**config.mk**
```make
export PLATFORM = sky130hd
export DESIGN_NAME = mmu_refill
export DESIGN_NICKNAME = d
export VERILOG_FILES = /design/src/rtl/mmu_refill.sv
export SDC_FILE = /design/constraint.sdc
export NUM_CORES = 1
export LEC_CHECK = 0
export ABC_AREA = 1
export BUFFER_PORTS_ARGS = -buffer_cell sky130_fd_sc_hd__buf_2
export CAP_MARGIN = 10
export CORE_ASPECT_RATIO = 0.75
export CORE_MARGIN = 3
export CORE_UTILIZATION = 48
export CTS_BUF_LIST = sky130_fd_sc_hd__clkbuf_8 sky130_fd_sc_hd__clkbuf_16
export DETAILED_ROUTE_END_ITERATION = 12
export GPL_TIMING_DRIVEN = 0
export PLACE_DENSITY_LB_ADDON = 0.2
export SLEW_MARGIN = 10
export SYNTH_ARGS = -nofsm -noshare
export SYNTH_HDL_FRONTEND = slang
export SYNTH_SLANG_ARGS = --single-unit
```
**constraint.sdc**
```tcl
create_clock -name clk -period 2 [get_ports clk]
set_input_delay 0.2 -clock clk [delete_from_list [all_inputs] [get_ports clk]]
set_output_delay 0.2 -clock clk [all_outputs]
set_load 0.01 [all_outputs]
```
**src/rtl/mmu_refill.sv**
```systemverilog
// Hardware TLB refill engine: on a TLB miss, fetch the PTE from memory,
// load it through the mmu register write port, then let the core retry.
// Faults that cannot be filled, protection faults and bus errors become a trap.
module mmu_refill #(
   parameter int unsigned RV      = 16,
   parameter int unsigned PA      = RV,
   parameter int unsigned VA      = RV,
   parameter int unsigned NMMU    = 8,
   parameter int unsigned TIMEOUT = 255
) (
   input  logic          clk,
   input  logic          reset,
   input  logic          walk_enable,
   input  logic          mmu_fault,
   input  logic          mmu_miss_fault,
   input  logic          mmu_prot_fault,
   input  logic [RV-1:0] mmu_reg_read,
   input  logic [PA-1:0] ptbr,
   output logic          reg_write,
   output logic [RV-1:0] reg_data,
   output logic          mem_req,
   output logic [PA-1:0] mem_addr,
   input  logic          mem_ack,
   input  logic          mem_rvalid,
   input  logic [RV-1:0] mem_rdata,
   input  logic          mem_err,
   output logic          busy,
   output logic          refill_done,
   output logic          trap,
   output logic [1:0]    trap_cause
);

   localparam int unsigned VW = $clog2(NMMU);
   localparam int unsigned IW = VW + 2;
   localparam int unsigned CW = $clog2(TIMEOUT + 1);

   localparam logic [1:0] CauseMiss = 2'd1;
   localparam logic [1:0] CauseProt = 2'd2;
   localparam logic [1:0] CauseBus  = 2'd3;

   typedef enum logic [2:0] {StIdle, StCapt, StReq, StWait, StLoad} state_e;

   state_e        state_q, state_d;
   logic [PA-1:0] mem_addr_q, mem_addr_d;
   logic [RV-1:0] reg_data_q, reg_data_d;
   logic [CW-1:0] cnt_q, cnt_d;
   logic          trap_q, trap_d;
   logic [1:0]    trap_cause_q, trap_cause_d;
   logic          refill_done_q, refill_done_d;

   logic [IW-1:0] idx;
   logic [PA-1:0] pte_off;
   logic          take_rsp;
   logic          unused_ok;

   // PTE index {ins, sup, vpn}; each PTE is one 16-bit word, hence the shift by one
   assign idx       = {mmu_reg_read[3], mmu_reg_read[2], mmu_reg_read[RV-1 -: VW]};
   assign pte_off   = {{(PA-IW-1){1'b0}}, idx, 1'b0};
   assign unused_ok = ^{mmu_reg_read, mem_rdata[0]};

   // Response consumed in WAIT, or in REQ when ack and data arrive together
   assign take_rsp = ((state_q == StReq) && mem_ack && mem_rvalid) ||
                     ((state_q == StWait) && mem_rvalid);

   // Next-state and registered-output logic
   always_comb begin
      state_d       = state_q;
      mem_addr_d    = mem_addr_q;
      reg_data_d    = reg_data_q;
      cnt_d         = cnt_q;
      trap_d        = 1'b0;
      trap_cause_d  = trap_cause_q;
      refill_done_d = 1'b0;

      unique case (state_q)
         StIdle: begin
            if (mmu_fault) begin
               if (mmu_prot_fault) begin
                  trap_d       = 1'b1;
                  trap_cause_d = CauseProt;
               end else if (mmu_miss_fault) begin
                  if (walk_enable) begin
                     state_d = StCapt;
                  end else begin
                     trap_d       = 1'b1;
                     trap_cause_d = CauseMiss;
                  end
               end
            end
         end

         // Fault registers are valid one cycle after the fault strobe
         StCapt: begin
            mem_addr_d = ptbr + pte_off;
            cnt_d      = '0;
            state_d    = StReq;
         end

         StReq, StWait: begin
            cnt_d = cnt_q + CW'(1);
            if (take_rsp) begin
               if (mem_err) begin
                  trap_d       = 1'b1;
                  trap_cause_d = CauseBus;
                  state_d      = StIdle;
               end else if (!mem_rdata[1]) begin
                  trap_d       = 1'b1;
                  trap_cause_d = CauseMiss;
                  state_d      = StIdle;
               end else begin
                  reg_data_d = {mem_rdata[RV-1:1], 1'b1};
                  state_d    = StLoad;
               end
            end else if (cnt_q == CW'(TIMEOUT - 1)) begin
               trap_d       = 1'b1;
               trap_cause_d = CauseBus;
               state_d      = StIdle;
            end else if ((state_q == StReq) && mem_ack) begin
               state_d = StWait;
            end
         end

         StLoad: begin
            refill_done_d = 1'b1;
            state_d       = StIdle;
         end

         default: state_d = StIdle;
      endcase
   end

   // State and output registers, synchronous active-high reset
   always_ff @(posedge clk) begin
      if (reset) begin
         state_q       <= StIdle;
         mem_addr_q    <= '0;
         reg_data_q    <= '0;
         cnt_q         <= '0;
         trap_q        <= 1'b0;
         trap_cause_q  <= '0;
         refill_done_q <= 1'b0;
      end else begin
         state_q       <= state_d;
         mem_addr_q    <= mem_addr_d;
         reg_data_q    <= reg_data_d;
         cnt_q         <= cnt_d;
         trap_q        <= trap_d;
         trap_cause_q  <= trap_cause_d;
         refill_done_q <= refill_done_d;
      end
   end

   assign mem_req     = (state_q == StReq);
   assign reg_write   = (state_q == StLoad);
   assign busy        = (state_q != StIdle);
   assign mem_addr    = mem_addr_q;
   assign reg_data    = reg_data_q;
   assign trap        = trap_q;
   assign trap_cause  = trap_cause_q;
   assign refill_done = refill_done_q;

endmodule

```
# Yosys cells after proc, flatten, opt, wreduce, memory -nomap -nowiden
# Cells that the tools add are included.
[word_totals]
input_bits = 57
regBits = 47
[op_classes]
bitwise = 1
reduce_logical = 12
add_sub_neg = 2
n_mux = 30
eq_ne = 14
[op_table]
columns = ["operator", "count"]
rows = [
  ["$mux W3", 9],
  ["$add A16 B6 Y16", 1],
  ["$mux W2", 8],
  ["$pmux W8 S2", 1],
  ["$mux W1", 9],
  ["$ne A3 B3 Y1 const B", 3],
  ["$pmux W3 S3", 1],
  ["$add A8 B1 Y8 const B", 1],
  ["$eq A8 B8 Y1 const B", 1],
  ["$ne A2 B2 Y1 const B", 4],
  ["$ne A4 B4 Y1 const B", 2],
  ["$eq A3 B2 Y1 const B", 2],
  ["$reduce_and A6 Y1", 1],
  ["$reduce_and A5 Y1", 1],
  ["$pmux W2 S2", 1],
  ["$reduce_and A4 Y1", 1],
  ["$reduce_bool A2 Y1", 2],
  ["$eq A3 B1 Y1 const B", 1],
  ["$eq A3 B3 Y1 const B", 1],
  ["$logic_and A1 B1 Y1", 3],
  ["$logic_not A3 Y1", 1],
  ["$reduce_bool A3 Y1", 1],
  ["$pmux W1 S2", 1],
  ["$reduce_or A2 Y1", 1],
  ["other kinds (2)", 2],
]

# Depth between registers and ports, before layout
[depth]
word_depth = 6
mapped_depth = 11
depth_no_buf = 11

# Worst setup path after synthesis
# OpenSTA, ideal clock, no wires.
[synth_timing]
path_kind = "input-to-reg"
startpoint = "input mmu_reg_read[13]"
endpoint = "register mem_addr_q[13] (netlist: mem_addr[13])"
arrival_ps = 1338
path_stages = 10
path_slack_ps = 554
required_ps = 1891
cell_sequence = "ha_1 > fa_1 > nand3_1 > nand3_1 > nand3_1 > nand2_1 > nand2_1 > nand3_1 > nand2_1 > inv_1"
[synth_via]
elab_chain_cells = 1
[synth_lines]
columns = ["item", "line_no", "text"]
rows = [
  ["start, declared", "17", "input logic [RV-1:0] mmu_reg_read,"],
  ["$add A16 B6 Y16", "94", "mem_addr_d = ptbr + pte_off;"],
  ["end signal, assigned", "144", "mem_addr_q <= mem_addr_d;"],
  ["end, declared", "44", "logic [PA-1:0] mem_addr_q, mem_addr_d;"],
]
# Every way passes these cells.
# A chain may end at the register's enable or synchronous reset.

# Final worst setup path
[layout_timing]
startpoint = "register state_q[0]"
endpoint = "output busy"
[layout_via]
elab_chain_cells = 1
[layout_lines]
columns = ["item", "line_no", "text"]
rows = [
  ["start, declared", "43", "state_e state_q, state_d;"],
  ["start signal, assigned", "135", "state_q <= StIdle;"],
  ["start signal, assigned", "143", "state_q <= state_d;"],
  ["$reduce_bool A3 Y1", "155", "assign busy = (state_q != StIdle);"],
  ["end, declared", "27", "output logic busy,"],
]
# Every way passes these cells.

==> impl_metrics.tcl <==
set metrics [dict create \
    grt_pass1_wl_um 9150 \
    route.detailed.drc 0 \
    worst_slack_ns 0.448 \
    clock_path_buffers 2 \
    min_period_over_period 0.776 \
    initial_core_util 0.521 \
    ant_nets 0 \
    drtIter0Drc 109 \
    relSlewSlack 0.702 \
    postCtsHoldBufs 0 \
    cts.sinks 46 \
    finish.utilization 0.650 \
    avgSynthCellArea_um2 6.80 \
    grt_overflow_total 0 \
    post_cts_buffers 0 \
    cts_buffers 5 \
    cts_resized 0 \
    final_area_mm2 0.00302 \
    worst_setup_path_end_kind "output port" \
    rsz0062_at_grt "no" \
    multi_input_area_mm2 0.00127 \
    r2r_start "state_q[0]$_SDFFE_PP0P_" \
    grt_util_all_layers 0.196 \
    final.setup.tns_ns 0 \
    cts_tree "done" \
    r2r_cells 7 \
    dp_hpwl_um 4660 \
    grt_start_max_net_pins 16 \
    critical-path-slowest-cell "dfxtp_1" \
    max_stage_delay_ns 0.33 \
    htreeDepth 2 \
    ys_seq_area_frac 0.380 \
    crit_required_ns 1.80 \
    clkTransAtPathRegs_ns 0.09 \
    grt_pass1_vias 2085 \
    synthCells 356 \
    critical_path_class "reg2out" \
    antenna_found_initial 0 \
    powerDensity_mw_per_mm2 946 \
    setup.worst_path.start "state_q[0]$_SDFFE_PP0P_" \
    clkLatencyLatePin_ns 0.30 \
    gp_congestion 0.842 \
    die_area_mm2 0.00594 \
    rr_endpoint "mem_addr[7]$_SDFFE_PP0P_" \
    arrival_ns 1.35 \
    hold_violations 0 \
    fp-row-count 21 \
    synth_flop_cell "dfxtp_1" \
    drive_above_1_share 0.237 \
    fin_hold_ws_ns 0.106 \
    crit_fanout 5 \
    setup_viol 0 \
    portBuffers 83 \
    first_pass_iters 4 \
    dpl_cell_area_mm2 0.00291 \
    crit_path_frequent_cell "inv_1" \
    vias 2453 \
    die_x_um 88.0 \
    yosysWarningCount 0 \
    seqCellArea_um2 921 \
    syn_nets 421 \
    fmax_mhz 644 \
    ir_worst_vdd_mv 0.766 \
    pin_count 96 \
    place_ws_ns 0.260 \
    fin_crit_ns 1.55 \
    skew_ns 0.00528 \
    worst_pin_slew_ns 0.447 \
    hp-class "in2reg" \
    wl_per_cell_um 11.6 \
    vias_per_cell 4.87 \
    chipHeight_um 67.5 \
    fill_cells 466 \
    status "finished clean" \
    synth_cell_type_count 30 \
    core-area_mm2 0.00465 \
    diodes 0 \
    synth_edf_count 0 \
    ys_seq_elements 46 \
    drv_slew 0 \
    critical_path.startpoint_type "flop" \
    synthArstFlopShare 0 \
    power.leakage_nw 1.56 \
    fin_nets 511 \
    reg2reg_setup_slack_ns 0.60 \
    drt-total-wl_um 5870 \
    crit_chain "inv_1 -> nand2_1 -> nor2_1 -> inv_1 -> buf_2" \
    areaGrowthSynthToFinish_pct 24.7 \
    crit_path_end "busy" \
    cts_root_buf "clkbuf_8" \
    cap_viol_max_count 0 \
    netlist_area_mm2 0.00242 \
]
synthesized netlist by cell type (3+ instances only):
| cell type | count | area (um2) |
|---|---|---|
| inv_1 | 44 | 165 |
| ha_1 | 7 | 87.6 |
| nand2_1 | 79 | 297 |
| clkbuf_1 | 4 | 15.0 |
| dfxtp_1 | 46 | 921 |
| o21ai_0 | 27 | 135 |
| nor2_1 | 62 | 233 |
| o21bai_1 | 4 | 30.0 |
| nand3_2 | 3 | 30.0 |
| nand3b_1 | 6 | 45.0 |
| o21a_1 | 9 | 67.6 |
| a21oi_1 | 11 | 55.1 |
| buf_4 | 3 | 22.5 |
| nand3_1 | 30 | 150 |
logic make-up (layout without fill, tap and decap cells):
kind of cell,count (synthesis),after routing,synth area share
flip-flops,46,46,0.380
AO/OA/AOI/OAI,56,56,0.135
adder cells (fa/ha/maj),8,8,0.0444
AND/OR/NAND/NOR,187,187,0.334
buffers and inverters,56,147,0.0956
XOR/XNOR,3,3,0.0108
how the worst min path moves through the flow:
stage / endpoint / slack (ns) / depth (start not counted) / start
floorplan: cnt_q[5]$_SDFFE_PP0P_ / 0.28 / 1 / reset
global placement: cnt_q[5]$_SDFFE_PP0P_ / 0.41 / 2 / reset
detailed placement: cnt_q[5]$_SDFFE_PP0P_ / 0.41 / 2 / reset
CTS: cnt_q[5]$_SDFFE_PP0P_ / 0.09 / 2 / reset
global route: cnt_q[5]$_SDFFE_PP0P_ / 0.09 / 2 / reset
finish: cnt_q[5]$_SDFFE_PP0P_ / 0.11 / 2 / reset
final cells by class:
type	instances	area share
well taps	57	0.0236
inverters	45	0.0559
clock inverters	3	0.0145
clock buffers	5	0.0228
plain buffers	11	0.0207
flip-flops and latches	46	0.305
multi-input cells	254	0.420
repair buffers	83	0.137
metal layers:
| metal | track usage | part of all wire | vias up |
|---|---|---|---|
| li1 | - | - | 1313 |
| met1 | 0.283 | 0.51 | 1061 |
| met2 | 0.297 | 0.41 | 77 |
| met3 | 0.0439 | 0.069 | 2 |
| met4 | 0.0509 | 0.0049 | 0 |
| met5 | 0 | 0 | - |
report_power, final:
part | internal, mW | leakage, nW | switching (mW)
sequential | 1.09 | 0.374 | 0.102
combinational | 0.388 | 1.13 | 0.580
clock | 0.375 | 0.0585 | 0.321
total | 1.86 | 1.56 | 1.00
per-stage QoR:
stage	instances	total power [mW]
after global placement	496	2.16
after CTS	504	2.88
after global routing	504	3.05
after detailed placement	496	2.18
after floorplan	356	1.82
final	504	2.86
sequential cells by signal, summed over array words and instances, names as in the netlist:
signal and cells:
reg_data 15, cnt_q 8, trap 1, trap_cause 2, state_q 3, refill_done 1
mem_addr 16
cell usage in the layout (no fill, tap or decap):
cell type / count
a211oi_1: 2
a21oi_1: 11
a31oi_1: 1
buf_1: 1
buf_2: 85
buf_4: 3
buf_6: 1
bufinv_16: 1
clkbuf_1: 4
clkbuf_8: 5
clkinv_2: 1
dfxtp_1: 46
fa_1: 1
ha_1: 7
inv_1: 44
inv_2: 1
inv_6: 1
nand2_1: 79
nand3_1: 30
nand3_2: 3
nand3b_1: 6
nand4_1: 1
nor2_1: 62
nor2_4: 1
nor3_1: 1
nor3_2: 2
o211a_1: 1
o21a_1: 9
o21ai_0: 27
o21bai_1: 4
o31ai_1: 1
or2_2: 2
xnor2_1: 2
xor2_1: 1
critical path, delay by kind of cell (launching register included):
family                 cells  cell delay, ns
buffers and inverters      3            0.39
AND/OR/NAND/NOR            2            0.34
flip-flops                 1            0.33
No activity file was read; power rests on OpenSTA's default activity.
